<file path="src/rtl/outerprodrc_drain.sv">
`default_nettype none
// ============================================================================
// Module      : outerprodrc_drain
// Description : Tile sequencer and result reader for the unary outer-product
//               GEMM array. It clears the array, enables it for a window of
//               CYCLES cycles, snapshots the result matrix, and then streams
//               the result row-major on a valid/ready interface.
// Revision    : 1.0 - initial release
// ============================================================================
module outerprodrc_drain #(
  parameter  int ROWNUM      = 4,
  parameter  int COLNUM      = 4,
  parameter  int OUTBITWIDTH = 16,
  parameter  int CYCLES      = 256,
  localparam int ROWW        = (ROWNUM > 1) ? $clog2(ROWNUM) : 1,
  localparam int COLW        = (COLNUM > 1) ? $clog2(COLNUM) : 1
) (
  input  logic                                 iClk,
  input  logic                                 iRst,
  input  logic                                 iStart,
  output logic                                 oClr,
  output logic                                 oEn,
  input  logic [ROWNUM*COLNUM*OUTBITWIDTH-1:0] iData,
  output logic                                 oValid,
  input  logic                                 iReady,
  output logic [OUTBITWIDTH-1:0]               oData,
  output logic [ROWW-1:0]                      oRow,
  output logic [COLW-1:0]                      oCol,
  output logic                                 oLast,
  output logic                                 oBusy,
  output logic                                 oDone
);

  localparam int              NUM_ELEM = ROWNUM * COLNUM;
  localparam int              DATAW    = NUM_ELEM * OUTBITWIDTH;
  localparam int              CNTW     = $clog2(CYCLES + 1);
  localparam logic [CNTW-1:0] LAST_CNT = CNTW'(CYCLES - 1);
  localparam logic [ROWW-1:0] LAST_ROW = ROWW'(ROWNUM - 1);
  localparam logic [COLW-1:0] LAST_COL = COLW'(COLNUM - 1);
  localparam logic            SINGLE   = (NUM_ELEM == 1);

  typedef enum logic [2:0] {
    IDLE   = 3'd0,
    CLEAR  = 3'd1,
    RUN    = 3'd2,
    SETTLE = 3'd3,
    DRAIN  = 3'd4
  } state_t;

  state_t                 state;
  logic [CNTW-1:0]        win_cnt;
  // Snapshot is kept as a shift register: the element on oData is always
  // the lowest slot, so the next element is simply the next slot up.
  logic [DATAW-1:0]       snapshot;

  logic [OUTBITWIDTH-1:0] next_data;
  logic [ROWW-1:0]        next_row;
  logic [COLW-1:0]        next_col;
  logic                   next_last;

  // Row-major successor of the element currently presented.
  always_comb begin
    next_data = OUTBITWIDTH'(snapshot >> OUTBITWIDTH);
    next_row  = oRow;
    next_col  = oCol + COLW'(1);
    if (oCol == LAST_COL) begin
      next_col = '0;
      next_row = oRow + ROWW'(1);
    end
    next_last = (next_row == LAST_ROW) && (next_col == LAST_COL);
  end

  // Tile sequencer; every output is a register written on state transitions.
  always_ff @(posedge iClk) begin
    if (iRst) begin
      state    <= IDLE;
      win_cnt  <= '0;
      snapshot <= '0;
      oClr     <= 1'b0;
      oEn      <= 1'b0;
      oValid   <= 1'b0;
      oData    <= '0;
      oRow     <= '0;
      oCol     <= '0;
      oLast    <= 1'b0;
      oBusy    <= 1'b0;
      oDone    <= 1'b0;
    end else begin
      oDone <= 1'b0;
      case (state)
        IDLE: begin
          if (iStart) begin
            state <= CLEAR;
            oClr  <= 1'b1;
            oBusy <= 1'b1;
          end
        end
        CLEAR: begin
          state   <= RUN;
          win_cnt <= '0;
          oClr    <= 1'b0;
          oEn     <= 1'b1;
        end
        RUN: begin
          if (win_cnt == LAST_CNT) begin
            state <= SETTLE;
            oEn   <= 1'b0;
          end else begin
            win_cnt <= win_cnt + CNTW'(1);
          end
        end
        SETTLE: begin
          // The array output register has caught up with the last enabled
          // cycle, so this is the one edge where iData is taken.
          state    <= DRAIN;
          snapshot <= iData;
          oValid   <= 1'b1;
          oData    <= iData[OUTBITWIDTH-1:0];
          oRow     <= '0;
          oCol     <= '0;
          oLast    <= SINGLE;
        end
        DRAIN: begin
          if (iReady) begin
            if (oLast) begin
              state  <= IDLE;
              oValid <= 1'b0;
              oData  <= '0;
              oRow   <= '0;
              oCol   <= '0;
              oLast  <= 1'b0;
              oBusy  <= 1'b0;
              oDone  <= 1'b1;
            end else begin
              snapshot <= snapshot >> OUTBITWIDTH;
              oData    <= next_data;
              oRow     <= next_row;
              oCol     <= next_col;
              oLast    <= next_last;
            end
          end
        end
        default: begin
          state <= IDLE;
        end
      endcase
    end
  end

endmodule
`default_nettype wire

</file>
<file path="config.mk">
export PLATFORM = sky130hd
export DESIGN_NAME = outerprodrc_drain
export DESIGN_NICKNAME = d
export VERILOG_FILES = /design/src/rtl/outerprodrc_drain.sv
export SDC_FILE = /design/constraint.sdc
export NUM_CORES = 1
export LEC_CHECK = 0
export ABC_CLOCK_PERIOD_IN_PS = 3400
export CORE_ASPECT_RATIO = 0.8
export CORE_UTILIZATION = 40
export DETAILED_ROUTE_END_ITERATION = 7
export HOLD_SLACK_MARGIN = 0.06
export PLACE_DENSITY = 0.67
export SETUP_SLACK_MARGIN = 0.4
export SYNTH_ARGS = -nofsm -noshare
export SYNTH_HDL_FRONTEND = slang
export SYNTH_SLANG_ARGS = --single-unit
</file>
<file path="constraint.sdc">
create_clock -name iClk -period 3.4 [get_ports iClk]
set_input_delay 0.68 -clock iClk [delete_from_list [all_inputs] [get_ports iClk]]
set_output_delay 0.68 -clock iClk [all_outputs]
set_load 0.005 [all_outputs]
</file>
## Word-level counts from Yosys, hierarchy flattened

Index checks and enable logic that the tools add are counted.

| word-level totals | value |
|---|---|
| logic and storage cells | 79 |
| latch bits | 0 |
| memories | 0 |
| input bits | 260 |
| bits in registers | 294 |
| output and inout port bits | 26 |
| ROM bits | 0 |
| bits in writable memories | 0 |

| operators by class | value |
|---|---|
| shifts and indexed selects | 0 |
| magnitude comparators | 0 |
| multiply operators | 0 |
| equality and inequality tests | 14 |
| div/mod/pow operators | 0 |
| bitwise logic cells | 2 |
| add/subtract/negate cells | 3 |
| multiplexer cells | 33 |
| reduce and logical (&&, ||, !) cells | 15 |

Operator list:

| operator | count |
|---|---|
| two-way mux 256 bit | 2 |
| one-hot mux 256 bit (2 select lines) | 1 |
| two-way mux 16 bit | 2 |
| one-hot mux 16 bit (2 select lines) | 1 |
| one-hot mux 9 bit (2 select lines) | 1 |
| one-hot mux 3 bit (5 select lines) | 1 |
| two-way mux 2 bit | 6 |
| two-way mux 3 bit | 4 |
| inequality test 2 bit (second input constant) | 6 |
| one-hot mux 1 bit (2 select lines) | 5 |
| adder 9 x 1 -> 9 bit (second input constant) | 1 |
| == test 9 x 8 -> 1 bit (second input constant) | 1 |
| two-way mux 9 bit | 1 |
| one-hot mux 2 bit (2 select lines) | 2 |
| AND reduction 2 bit | 4 |
| AND reduction 4 bit | 2 |
| nonzero test 2 bit | 4 |
| two-way mux 1 bit | 7 |
| == test 2 bit (second input constant) | 3 |
| == test 3 x 2 -> 1 bit (second input constant) | 2 |
| AND reduction 3 bit | 2 |
| adder 2 x 1 -> 2 bit (second input constant) | 2 |
| == test 3 x 1 -> 1 bit (second input constant) | 1 |
| == test 3 bit (second input constant) | 1 |
| other kinds (4) | 5 |

## Depth between registers and ports, before layout

| logic depth | value |
|---|---|
| depth after elaboration | 7 |
| gate-level depth with buffers | 8 |
| depth with buffers taken out | 7 |

## Worst setup path before layout

Ideal clock, no wire load.

| path | value |
|---|---|
| path type | reg2reg |
| start point | register win_cnt[0] |
| end point | register win_cnt[4] |
| data required time | 3,279 ps |
| clock period less this slack | 2,219 ps |
| slack | 1,181 ps |
| stages on the path, launching flop included | 9 |
| library setup time | 121 ps |
| buffers on the path | 1 |
| arrival time | 2,098 ps |
| path through | dfxtp_1 ha_1 inv_1 nor3_1 ha_1 or4b_1 buf_2 a211oi_1 mux2_2 |

| between the ends | value |
|---|---|
| longest elaborated chain between the ends | 3 |
| elaborated cells between the ends (all ways) | 6 |
| classes of those cells | add/sub: 1; eq/ne: 2; mux: 2; reduce/logical: 1 |

RTL lines:

| item | line | RTL |
|---|---|---|
| from (decl) | 51 | `logic [CNTW-1:0] win_cnt;` |
| from (signal assigned) | 109 | `win_cnt <= win_cnt + CNTW'(1);` |
| adder 9 x 1 -> 9 bit / == test 9 x 8 -> 1 bit (equally long branches) | 109, 105 |  |
| two-way mux 9 bit / inequality test 2 bit (equally long branches) | - |  |
| one-hot mux 9 bit (2 select lines) / AND reduction 2 bit (equally long branches) | - |  |

Parallel ways exist; a longest one is shown, timed or not. The select of a mux whose other input is x is not followed.
A chain may end at the register's enable or synchronous reset.

## Worst setup path in the final report

| path | value |
|---|---|
| start point | register state[2] |
| end point | register snapshot[84] |

| between the ends | value |
|---|---|
| longest elaborated chain between the ends | 3 |
| elaborated cells between the ends (all ways) | 7 |
| classes of those cells | eq/ne: 4; mux: 1; reduce/logical: 2 |

RTL lines:

| item | line | RTL |
|---|---|---|
| from (decl) | 50 | `state_t state;` |
| from (signal assigned) | 76 | `state <= IDLE;` |
| from (signal assigned) | 93 | `state <= CLEAR;` |
| from (signal assigned) | 99 | `state <= RUN;` |
| == test 3 bit / == test 3 x 2 -> 1 bit (equally long branches) | 90 | `case (state)` |
| inequality test 2 bit (no line) / nonzero test 2 bit (equally long branches) | - |  |
| AND reduction 3 bit (no line) | - |  |
| to (signal assigned) | 116 | `snapshot <= iData;` |
| to (signal assigned) | 135 | `snapshot <= snapshot >> OUTBITWIDTH;` |
| to (decl) | 54 | `logic [DATAW-1:0] snapshot;` |

Parallel ways exist; a longest one is shown, timed or not.

==> flow_summary.yaml <==
run_status:
  status: "finished, final reports clean"
clocking:
  tritoncts: "yes"
  post_cts_hold_buffers: 0
  buffer_levels_on_the_longest_clock_path: 3
  cts.repair_timing.setup_buffer_count: 0
  cts_resized: 0
  cts_htree_levels: 1
  clk_root_buffer_cell: "sky130_fd_sc_hd__clkbuf_16"
  num_cts_buffers: 30
  clock_latency_ns: 0.55
  clk_pin_slew_ns: 0.06
  numClockSinks: 278
critical_path:
  highest_fanout_seen_on_the_critical_path: 224
  buffers_plus_inverters_on_the_worst_setup_path: 1
  critPathRequiredTime_ns: 3.82
  cp_data_arrival_time_ns: 3.05
  cpLargestDelayFamily: "flip-flops"
  worstSetupStartpointType: "register"
  crit_slowest_cell: "sky130_fd_sc_hd__dfxtp_1"
  cp_slowest_stage_delay_ns: 0.73
  timing.critical_path.to_type: "register"
  worstSetupPathType: "register to register"
  path_cells: "nor4b_4 -> nand2_4 -> buf_12 -> a221oi_1"
place:
  placement.io_buffers: 285
  gp_congestion: 0.8145
  placement.cell_area_um2: 15620
  hpwl_um: 24070
synthesis:
  yosysUniqueCellTypes: 52
  synthesis.yosys.warnings: 0
  synth_ff_type: "sky130_fd_sc_hd__dfxtp_1"
  async_reset_ff_frac: 0
  synth.cell_area_um2: 12570
  number_of_instances_in_the_synthesized_netlist: 1286
  synth.area.top_cells: "sky130_fd_sc_hd__dfxtp_1 (44%), sky130_fd_sc_hd__mux2i_1 (18%), sky130_fd_sc_hd__a221oi_1 (16%)"
  synth-seq-cells: 278
  mean_cell_area_of_the_mapped_netlist_um2: 9.777
  synth.net_count: 1550
  synth_top_cell_area_share: 0.4426
  number_of_enable_flip_flop_cells_after_synthesis: 0
  netlist.top_cell.by_area: "sky130_fd_sc_hd__dfxtp_1"
  synth-seq-area-share: 0.4426
floorplanning:
  floorplan.rows: 57
  core_region_area_um2: 30670
  initial_core_util: 0.4100
  ios: 286
  fp.dieArea_um2: 32150
  dieHeight_um: 160.6
  die_w_um: 200.2
pwr:
  p_leak_nw: 7.225
  irDropWorstVdd_v: 0.0003823
  power_per_cell_area_nw_per_um2: 449.8
route:
  wl_met2_um: 17220
  routed-via-count: 10918
  drt-vias-per-instance: 5.701
  top_layer_used: "met5"
  drt_iter0_drc: 816
  drt.antenna.violating_nets: 0
  drt_pass1_iterations: 5
  detail_route.wirelength_um: 37540
  route.met3.wl_um: 2248
  wl_met1_um: 17180
  number_of_design_rule_violations_left_after_detail_routing: 0
  wire_per_inst_um: 19.60
global_routing:
  grt_pass1_wl_um: 58860
  number_of_antenna_violations_at_the_first_check_in_global_routing: 6
  grt_start_max_net_pins: 225
  grt_overflow_total: 0
  groute.usage.overall: 0.2246
  first_global_vias: 10644
layout:
  nFillCells: 2794
  fin_area_um2: 16540
  layout-drive-gt1-share: 0.05007
  synthToLayoutAreaGrowth_pct: 31.52
  num-nets-final: 1741
worst_hold_path:
  timing.hold.worst.class: "register to register"
sta:
  finalHoldViolCount: 0
  final_period_minus_worst_setup_slack_ns: 2.631
  maxSlewHeadroom: 0.1304
  fin_skew_ns: 0.009060
  final_max_slew_viol_count: 0
  totalNegativeSetupSlack_ns: 0
  fmax_mhz: 380.2
  final.period_utilization: 0.7737
  setup_violations: 0
  tightestPinTransition_ns: 1.304
  unrepaired_setup_endpoints_after_global_routing: "false"
job:
  cap_violations: 0
cell usage in the layout, fill, tap and decap left out, types with 4 or more instances in the layout:
| cell | n |
|---|---|
| sky130_fd_sc_hd__buf_12 | 10 |
| sky130_fd_sc_hd__a221oi_1 | 224 |
| sky130_fd_sc_hd__inv_1 | 6 |
| sky130_fd_sc_hd__clkbuf_8 | 5 |
| sky130_fd_sc_hd__nand2_1 | 21 |
| sky130_fd_sc_hd__and3_1 | 4 |
| sky130_fd_sc_hd__a31oi_1 | 16 |
| sky130_fd_sc_hd__a22o_1 | 16 |
| sky130_fd_sc_hd__clkbuf_1 | 15 |
| sky130_fd_sc_hd__o31ai_1 | 19 |
| sky130_fd_sc_hd__diode_2 | 4 |
| sky130_fd_sc_hd__ha_1 | 4 |
| sky130_fd_sc_hd__nand3_1 | 8 |
| sky130_fd_sc_hd__buf_4 | 12 |
| sky130_fd_sc_hd__a211oi_1 | 5 |
| sky130_fd_sc_hd__nor2_1 | 228 |
| sky130_fd_sc_hd__a21oi_1 | 12 |
| sky130_fd_sc_hd__clkbuf_16 | 31 |
| sky130_fd_sc_hd__mux2i_1 | 225 |
| sky130_fd_sc_hd__nand3b_1 | 17 |
| sky130_fd_sc_hd__dfxtp_1 | 278 |
| sky130_fd_sc_hd__mux2_2 | 4 |
| sky130_fd_sc_hd__nor3_1 | 8 |
| sky130_fd_sc_hd__clkdlybuf4s50_1 | 284 |
per-stage QoR:
stage	total power [W]	setup WS [ns]	hold slack, ns	util	std cells
floorplan	0.003990	1.181	0.4417	-	1286
global placement	0.004449	0.8157	0.4529	0.5095	1858
detailed placement	0.004461	0.7941	0.4557	0.5095	1858
global route	0.007737	0.5898	0.4861	0.5391	1914
CTS	0.007526	0.7600	0.4781	0.5389	1911
finish	0.007437	0.7695	0.4767	0.5392	1915
layout make-up:
cell class | count | area [um^2] | area share
Inverter | 6 | 22.52 | 0.001362
Clock buffer | 50 | 887.1 | 0.05365
Sequential cell | 278 | 5565 | 0.3366
Timing Repair Buffer | 307 | 3147 | 0.1903
Clock inverter | 3 | 15.01 | 0.0009080
Tap cell | 413 | 516.7 | 0.03125
Antenna cell | 4 | 10.01 | 0.0006053
Multi-Input combinational cell | 854 | 6372 | 0.3854
per-layer routing:
metal,GRT usage,vias to the layer above
met5,0,-
met4,0.06084,4
met3,0.05012,57
met2,0.3535,282
met1,0.3088,5267
li1,-,5308
worst paths after layout:
path / startpoint / to / slack [ns] / depth (start not counted)
worst max-delay path: state[2] / snapshot[84] / 0.77 / 4
worst min-delay path: snapshot[251] / snapshot[251] / 0.48 / 1
worst max register to register: state[2] / snapshot[84] / 0.77 / 4
worst min register to register: snapshot[251] / snapshot[251] / 0.48 / 1
cells in the mapped netlist (all sizes together), types with 2 or more instances:
master  instances
inv             6
ha              4
or3b            3
or4             2
a31oi          16
and3            4
buf            78
mux2            4
xnor2           2
dfxtp         278
nand2          22
nand2b          2
or4b            3
a22o           16
a21boi          2
o21ai           3
a21oi          12
a211oi          6
nor3b           3
nor3            8
nand4b          3
nor4b           2
o31ai          19
mux2i         225
nand3           8
nor2          228
nand3b         17
clkbuf         70
a221oi        224
logic make-up after synthesis:
| kind of cell | after synthesis | share of synthesized area |
|---|---|---|
| DFF | 278 | 0.4426 |
| AOI/OAI and AO/OA | 307 | 0.2045 |
| adders and majority gates | 4 | 0.003981 |
| buffers and inverters | 154 | 0.05344 |
| xor gates and xnor gates | 2 | 0.001393 |
| and+or+nand+nor | 312 | 0.1114 |
| muxes | 229 | 0.1827 |
sequential cells by signal, indices dropped and copies added, names as in the netlist:
signal / count
snapshot: 240
oLast: 1
oCol: 2
oClr: 1
oValid: 1
oDone: 1
oRow: 2
oEn: 1
oData: 16
state: 3
win_cnt: 9
oBusy: 1
power breakdown:
group	internal [W]	total, W	switching, W
registers	0.00340	0.00349	0.0000960
logic	0.000511	0.000898	0.000387
clock network	0.00176	0.00305	0.00129
total	0.00566	0.00744	0.00177
Power figures use the tool's default switching activity.
